===== src/rtl/calc_pkg.sv =====
// rtl/calc_pkg.sv - shared calculator datapath constants and types
package calc_pkg;

  localparam int CALC_WIDTH  = 16;
  localparam int CALC_DIGITS = 5;
  localparam int DIGIT_W     = 4;

  typedef enum logic [1:0] {
    IDLE   = 2'd0,
    SHIFT  = 2'd1,
    FINISH = 2'd2
  } state_t;

endpackage


===== src/rtl/bcd_add3.sv =====
// rtl/bcd_add3.sv - double-dabble digit correction (add 3 when digit >= 5)
module bcd_add3 (
  input  logic [3:0] digit_in,
  output logic [3:0] digit_out
);

  // A digit is at most 9 here, so the corrected value always fits in 4 bits.
  always_comb begin
    digit_out = digit_in;
    if (digit_in >= 4'd5) digit_out = digit_in + 4'd3;
  end

endmodule


===== src/rtl/bin_to_bcd_seq.sv =====
// rtl/bin_to_bcd_seq.sv - sequential double-dabble binary to packed BCD converter
module bin_to_bcd_seq
  import calc_pkg::*;
#(
  parameter int WIDTH  = CALC_WIDTH,
  parameter int DIGITS = CALC_DIGITS
) (
  input  logic                        CLK,
  input  logic                        RST_N,
  input  logic                        START,
  input  logic [WIDTH-1:0]            BIN,
  output logic                        BUSY,
  output logic                        DONE,
  output logic [DIGIT_W*DIGITS-1:0]   BCD
);

  localparam int BCD_W = DIGIT_W * DIGITS;
  localparam int CNT_W = $clog2(WIDTH + 1);

  state_t             state;
  state_t             state_nxt;
  logic               start_prev;
  logic               accept;
  logic [WIDTH-1:0]   shift_reg;
  logic [BCD_W-1:0]   scratch;
  logic [BCD_W-1:0]   scratch_adj;
  logic [CNT_W-1:0]   bit_cnt;
  logic [BCD_W-1:0]   bcd_q;
  logic               done_q;

  assign accept = START & ~start_prev;
  assign BUSY   = (state != IDLE);
  assign DONE   = done_q;
  assign BCD    = bcd_q;

  // Every scratch digit is corrected in parallel before each shift.
  for (genvar g = 0; g < DIGITS; g++) begin : g_add3
    bcd_add3 u_add3 (
      .digit_in  (scratch[g*DIGIT_W +: DIGIT_W]),
      .digit_out (scratch_adj[g*DIGIT_W +: DIGIT_W])
    );
  end

  // State register.
  always_ff @(posedge CLK or negedge RST_N) begin
    if (!RST_N) state <= IDLE;
    else        state <= state_nxt;
  end

  // Next-state: one accepted edge starts WIDTH shifts, then one finish cycle.
  always_comb begin
    state_nxt = state;
    case (state)
      IDLE:    if (accept) state_nxt = SHIFT;
      SHIFT:   if (bit_cnt == CNT_W'(1)) state_nxt = FINISH;
      FINISH:  state_nxt = IDLE;
      default: state_nxt = IDLE;
    endcase
  end

  // Datapath: edge history, operand capture, shifting and result publish.
  always_ff @(posedge CLK or negedge RST_N) begin
    if (!RST_N) begin
      start_prev <= 1'b0;
      shift_reg  <= '0;
      scratch    <= '0;
      bit_cnt    <= '0;
      bcd_q      <= '0;
      done_q     <= 1'b0;
    end else begin
      start_prev <= START;
      done_q     <= 1'b0;
      case (state)
        IDLE: begin
          if (accept) begin
            shift_reg <= BIN;
            scratch   <= '0;
            bit_cnt   <= CNT_W'(WIDTH);
          end
        end
        SHIFT: begin
          scratch   <= {scratch_adj[BCD_W-2:0], shift_reg[WIDTH-1]};
          shift_reg <= {shift_reg[WIDTH-2:0], 1'b0};
          bit_cnt   <= bit_cnt - CNT_W'(1);
        end
        FINISH: begin
          bcd_q  <= scratch;
          done_q <= 1'b1;
        end
        default: ;
      endcase
    end
  end

endmodule


===== config.mk =====
export PLATFORM = sky130hd
export DESIGN_NAME = bin_to_bcd_seq
export DESIGN_NICKNAME = d
export VERILOG_FILES = /design/src/rtl/calc_pkg.sv /design/src/rtl/bcd_add3.sv /design/src/rtl/bin_to_bcd_seq.sv
export SDC_FILE = /design/constraint.sdc
export NUM_CORES = 1
export LEC_CHECK = 0
export ABC_AREA = 1
export BUFFER_PORTS_ARGS = -buffer_cell sky130_fd_sc_hd__buf_2
export CAP_MARGIN = 10
export CORE_ASPECT_RATIO = 1.5
export CORE_MARGIN = 2
export CORE_UTILIZATION = 45
export CTS_CLUSTER_SIZE = 14
export DETAILED_ROUTE_END_ITERATION = 6
export GPL_TIMING_DRIVEN = 0
export SLEW_MARGIN = 0
export SYNTH_ARGS = -nofsm -noshare
export SYNTH_HDL_FRONTEND = slang
export SYNTH_SLANG_ARGS = --single-unit

===== constraint.sdc =====
create_clock -name CLK -period 1.35 [get_ports CLK]
set_input_delay 0.0675 -clock CLK [delete_from_list [all_inputs] [get_ports CLK]]
set_output_delay 0.0675 -clock CLK [all_outputs]
set_load 0.05 [all_outputs]

Word-level counts from Yosys, hierarchy flattened
Index checks and enable logic that the tools add are counted.
{"block": "word_totals", "register_bits": 65, "in_bits": 19, "output_inout_bits": 22}
{"block": "classes", "addsub": 6, "magnitude_cmp": 5, "eq_ne": 5, "muxes": 15, "bitwise_logic": 2, "n_reduce_logical": 5}
{"operator": "one-hot mux 20 bit (2 select lines)", "n": 1}
{"operator": "one-hot mux 16 bit (2 select lines)", "n": 1}
{"operator": "greater-or-equal comparator 4 x 3 -> 1 bit (second input constant)", "n": 5}
{"operator": "two-way mux 20 bit", "n": 1}
{"operator": "adder 4 x 2 -> 4 bit (second input constant)", "n": 4}
{"operator": "two-way mux 16 bit", "n": 1}
{"operator": "two-way mux 4 bit", "n": 4}
{"operator": "one-hot mux 5 bit (2 select lines)", "n": 1}
{"operator": "== test 5 x 1 -> 1 bit (second input constant)", "n": 1}
{"operator": "two-way mux 5 bit", "n": 1}
{"operator": "subtractor 5 x 1 -> 5 bit (second input constant)", "n": 1}
{"operator": "two-way mux 2 bit", "n": 2}
{"operator": "!= test 2 bit (second input constant)", "n": 2}
{"operator": "one-hot mux 2 bit (2 select lines)", "n": 1}
{"operator": "AND reduction 2 bit", "n": 2}
{"operator": "nonzero test 2 bit", "n": 2}
{"operator": "adder 3 x 2 -> 3 bit (second input constant)", "n": 1}
{"operator": "two-way mux 3 bit", "n": 1}
{"operator": "== test 2 x 1 -> 1 bit (second input constant)", "n": 1}
{"operator": "== test 2 bit (second input constant)", "n": 1}
{"operator": "zero test 2 bit", "n": 1}
{"operator": "bitwise AND 1 bit", "n": 1}
{"operator": "two-way mux 1 bit", "n": 1}
{"operator": "NOT 1 bit", "n": 1}

Logic depth before layout (Yosys ltp)
{"block": "logic_depth", "ltp_word": 4, "depth_mapped": 8}

By module
A second synthesis with hierarchy kept.
{"block": "hier_totals", "hier_cells": 459, "area_unflattened_um2": 3487.1}
{"module": "bin_to_bcd_seq", "n_inst": 1, "cells_each": 344, "area_each_um2": 2811.4, "seq_area_each_um2": 1626.6}
{"module": "bcd_add3", "n_inst": 5, "cells_each": 23, "area_each_um2": 135.1, "seq_area_each_um2": 0.0}

Least setup slack after synthesis
Ideal clock, no wire load.
{"block": "synth_path", "kind": "register to register", "from": "register scratch[12]", "to": "register scratch[13]", "setup_time_ns": 0.117, "arrival_time_ns": 1.030, "required_ns": 1.233, "setup_slack_ns": 0.203, "path_stages_with_launch": 9, "path_cell_list": "dfrtp_1 > inv_1 > ha_1 > inv_1 > nand2_1 > nand3_1 > nand2_1 > nand3_1 > nand2_1"}
{"block": "synth_via", "elab_chain_len": 3, "elab_cells_between_ends": 4}
{"element": "start, declared", "line_no": "bin_to_bcd_seq.sv:25", "rtl": "logic [BCD_W-1:0] scratch;"}
{"element": "start signal, assigned", "line_no": "bin_to_bcd_seq.sv:82", "rtl": "scratch <= {scratch_adj[BCD_W-2:0], shift_reg[WIDTH-1]};"}
{"element": "adder 4 x 2 -> 4 bit / greater-or-equal comparator 4 x 3 -> 1 bit (equally long branches)", "line_no": "bcd_add3.sv:10", "rtl": "if (digit_in >= 4'd5) digit_out = digit_in + 4'd3;"}
{"element": "two-way mux 4 bit *", "line_no": "bcd_add3.sv:10"}
{"element": "one-hot mux 20 bit (2 select lines) *", "line_no": "bin_to_bcd_seq.sv:73", "rtl": "case (state)"}
Every way passes the cells marked *; elsewhere a longest branch is shown, timed or not.
A chain may end at the register's enable or synchronous reset.

Worst setup path in the final report
{"block": "layout_path", "from": "register state[0]", "to": "register scratch[12]"}
{"block": "layout_via", "elab_chain_len": 3, "elab_cells_between_ends": 6}
{"element": "start, declared", "line_no": "bin_to_bcd_seq.sv:20", "rtl": "state_t state;"}
{"element": "start signal, assigned", "line_no": "bin_to_bcd_seq.sv:47", "rtl": "else state <= state_nxt;"}
{"element": "== test 2 x 1 -> 1 bit / zero test 2 bit (equally long branches)", "line_no": "bin_to_bcd_seq.sv:73"}
{"element": "nonzero test 2 bit (no source line) / != test 2 bit (equally long branches)"}
{"element": "AND reduction 2 bit (no source line)"}
Parallel ways exist; a longest one is shown, timed or not.

==> summary.md <==
The switching portion of total power was 45.3%; the number of buffer and inverter instances along the worst setup path was 1. In this run the remaining antenna-violating nets after routing total 0. For the worst setup path, the data arrival time is 1.49 ns.

The startpoint identified for the worst register-to-register timing path is state[0]. For the finished layout, the period the worst path requires is 1.29 ns. The area taken by flip-flops and latches came out at 0.00163 sq mm. The kind of path behind the tightest hold check was in -> async.

The count of TritonRoute iterations in the first routing pass is 6. The most area-hungry cell type in the Yosys netlist was dfrtp_1. In this run, the combinational gates consume 48.5% of the power. Summed over all layers, the global routing overflow is 0. In this run the most used layer during global routing was met2. Total internal power: 5.35 mW.

The tools report the TritonCTS sink count as 65. Across all register-to-register paths, the minimum setup slack is 0.06 ns. Across the routed clock network, the largest skew measured is 0.00604 ns. The area after detailed placement was 0.00341 sq mm; the cell count after synthesis was 369. Summing over every cut layer, the via total after detailed routing is 2,655. The total core area was 0.00676 sq mm; the total of endpoints with negative setup slack in the final report was 0. Setup repair after global routing could not meet its margin everywhere. The number of placement rows was 37; the power density normalized to cell area was 2540 mW/mm^2. Sequential cells account for 34.0% of the total power. In this run the tool buffered the top-level ports with 40 buffer cells. Total number of nets in the final design: 472. Derived from the worst setup path, the maximum achievable clock frequency is 777 MHz. Met3 track demand over resource: 3.73%. The number of levels the H-tree was split into came out at 3. The tools report the end point of the critical path as scratch[12]. The tools report the total routing usage reported by global routing as 19.2%. The worst setup path is captured at a flip-flop.

The post-route clock period utilization came out at 95.3%. For this design the static power due to leakage is 2.00 nW. Along the worst path, the maximum fanout reaches 10. The detailed placer's ending HPWL is 4.49 mm, and the met2 layer usage reported by global route is 31.8%. Type of the worst setup path: reg -> reg. The floorplan step defined a die boundary enclosing 0.00760 sq mm. The Yosys step of the flow raised 0 warnings. Counting flops and latches in the post-synthesis netlist gives 65. For this run, global-route usage on met1 was measured as 23.5%. After synthesis, the cell types taking the most area are dfrtp_1 (52%), nand2_1 (13%), nand3_1 (12%). The run gives 207 as the detailed router's first-iteration violation count. The logic depth of the worst register-to-register path is 5.

Summing the sequential cell areas from Yosys gives 52.4% of the chip area. The largest single stage delay on the critical path is 0.42 ns. The transition at the pin with the smallest max-transition slack was 0.824 ns; the pin count of the biggest net entering global routing was 66.

Compared with the post-synthesis result, the final layout area differs by 24.0%. The worst hold slack was 0.362 ns. Clock root buffer: clkbuf_8. Dividing the detail-routed via count by the number of cells gives 5.07. TritonCTS built the clock tree.

The tools report the number of global-route vias before repair as 2,544. Final design instance area without fill: 0.00385 sq mm. Type of element launching the critical path: a flip-flop. The run finished with clean final reports.

For the number of unique standard cell types used by synthesis, the log shows 19. The placer congestion estimate is 0.832. The critical path goes through nor2_2 > nand3_4 > buf_4 > nand3_1 > o21ai_0.

The final number of hold-violating endpoints was 0; the final wirelength was 6.63 mm. For the initial antenna violation count, the log shows 0. The die width is 71.8 um, and the initial core utilization is 46.0%. For the final routed database, the setup TNS stands at 0 ns.

The run gives 0 as the final-report max-slew violation count. Among cell families on the critical path, the largest total delay comes from flip-flops. The maximum number of buffers from clock root to sink is 2, and the y dimension of the die is 106 um. After detailed routing, the average wire length per cell comes to 12.7 um.

TritonCTS created 9 clock buffers. The critical path launch point was state[0]. STA puts the critical path data required time at 1.55 ns.

The count of max-cap constraint violations came out at 0. IR analysis of the VDD net gives a maximum drop of 1.40 mV. Of the cells placed in the final design, the portion with a size suffix greater than 1 is 19.7%. Summed over all nets, the switching power comes to 4.43 mW.

For the first-pass GRT wire length, the log shows 11.4 mm. Synthesis produced a netlist with a net count of 400. For this design the top-level I/O count stands at 41.

For the diode insertion count for antenna repair, the log shows 0. The synthesized design devotes to its leading area cell type 52.4% of total area. In this run the tightest slew margin relative to its limit is 45.1%.

The multi-input combinational cells in the finished layout cover a total of 0.00127 sq mm. The clock slew at the register clock pins of the worst setup and hold paths works out to 0.07 ns. Per report_power, the clock group accounts for 17.5% of the total. The slowest stage of the critical path is the dfrtp_1 cell.

In this run the critical register-to-register path is captured at scratch[12]. The critical path runs through a total of 5 cells. Clock latency on the worst-skew pair, taken at its later pin, is 0.34 ns. The logs give 610 for the number of fill cells and 0.00311 sq mm for the mapped cell area. The average instance in the mapped netlist occupies 8.42 sq um. The number of DRC violations after detailed routing is 0.
-- cells by family after synthesis --
group           share of synthesized area (%)
simple gates                             27.8
fa+ha+maj                                4.83
flops                                    52.4
compound gates                           7.17
buf+inv                                  7.53
xor+xnor                                0.282
-- layout by cell type, fill, tap and decap left out --
cell type and instances:
clkbuf_8 12, nand4_1 10, nand2_2 2, o22ai_1 2, ha_1 12, nor2_1 3, clkinv_2 2, inv_2 7
xnor2_1 1, o21ai_1 9, dlygate4sd3_1 18, buf_6 4, inv_1 28, buf_2 45, clkbuf_1 3, clkbuf_4 1
nand3_1 69, nor2_2 2, nand2_1 106, o21ai_0 33, nand3_2 3, buf_4 6, dfrtp_1 64, nand3_4 1
bufinv_16 1, dfrtp_2 1, clkbuf_2 1
-- through the flow --
step,utilization [%],std cells,power (mW),setup slack [ns]
2_1_floorplan,-,369,6.85,0.203
3_3_place_gp,50.4,487,7.90,-0.0877
3_5_place_dp,50.4,487,7.98,-0.0908
4_1_cts,56.4,522,9.77,0.0225
5_1_grt,57.0,524,10.6,-0.0279
6_report,57.0,524,9.78,0.0632
-- area by class of cell --
type	count	area share (%)
flip-flops and latches	65	42.3
well taps	78	2.53
clock buffers	14	4.48
clock inverters	2	0.909
multi-input cells	253	33.0
plain buffers	15	2.76
repair buffers	61	10.5
inverters	36	3.54
-- worst reg2reg max path, delay by kind of cell, from the launching register on --
| family | cells | cell delay [ns] |
|---|---|---|
| flip-flops | 1 | 0.42 |
| buffers and inverters | 1 | 0.22 |
| AND/OR/NAND/NOR | 3 | 0.42 |
| AO/OA/AOI/OAI | 1 | 0.10 |
-- cells in the mapped netlist (all sizes together) --
| cell type | n |
|---|---|
| buf | 13 |
| clkbuf | 2 |
| clkinv | 1 |
| dfrtp | 65 |
| ha | 12 |
| inv | 35 |
| nand2 | 108 |
| nand3 | 73 |
| nand4 | 10 |
| nor2 | 5 |
| o21ai | 42 |
| o22ai | 2 |
| xnor2 | 1 |
-- power groups by stage --
stage                     clock [mW]  sequential [mW]  combinational, mW
final                           1.71             3.32               4.75
after global routing            1.83             3.44               5.35
after CTS                       1.75             3.32               4.71
after detailed placement           0             3.36               4.62
after global placement             0             3.33               4.57
after floorplan                    0             4.09               2.75
-- how the worst min path moves through the flow --
stage	startpoint	end	slack [ns]	cells past startpoint
after floorplan	RST_N	BCD[0]	-0.23	0
after global placement	START	start_prev	0.20	1
after detailed placement	START	start_prev	0.21	1
after CTS	RST_N	scratch[1]	0.40	2
after global routing	START	start_prev	0.42	2
final	RST_N	BCD[2]	0.36	2
-- repair_timing --
| action | 4_1_cts | 5_1_grt |
|---|---|---|
| setup buffers | 1 | 2 |
| pin swaps | 0 | 1 |
| hold endpoints to repair | 82 | 0 |
| setup endpoints to repair | 10 | 25 |
| hold buffers | 18 | 0 |
| resized for setup | 2 | 19 |
-- layer usage --
metal  wire [um]  vias up
met5           0        -
met4         140        0
met3         210       12
met2        3330       56
met1        2960     1223
li1            -     1364
Power figures use the tool's default switching activity.
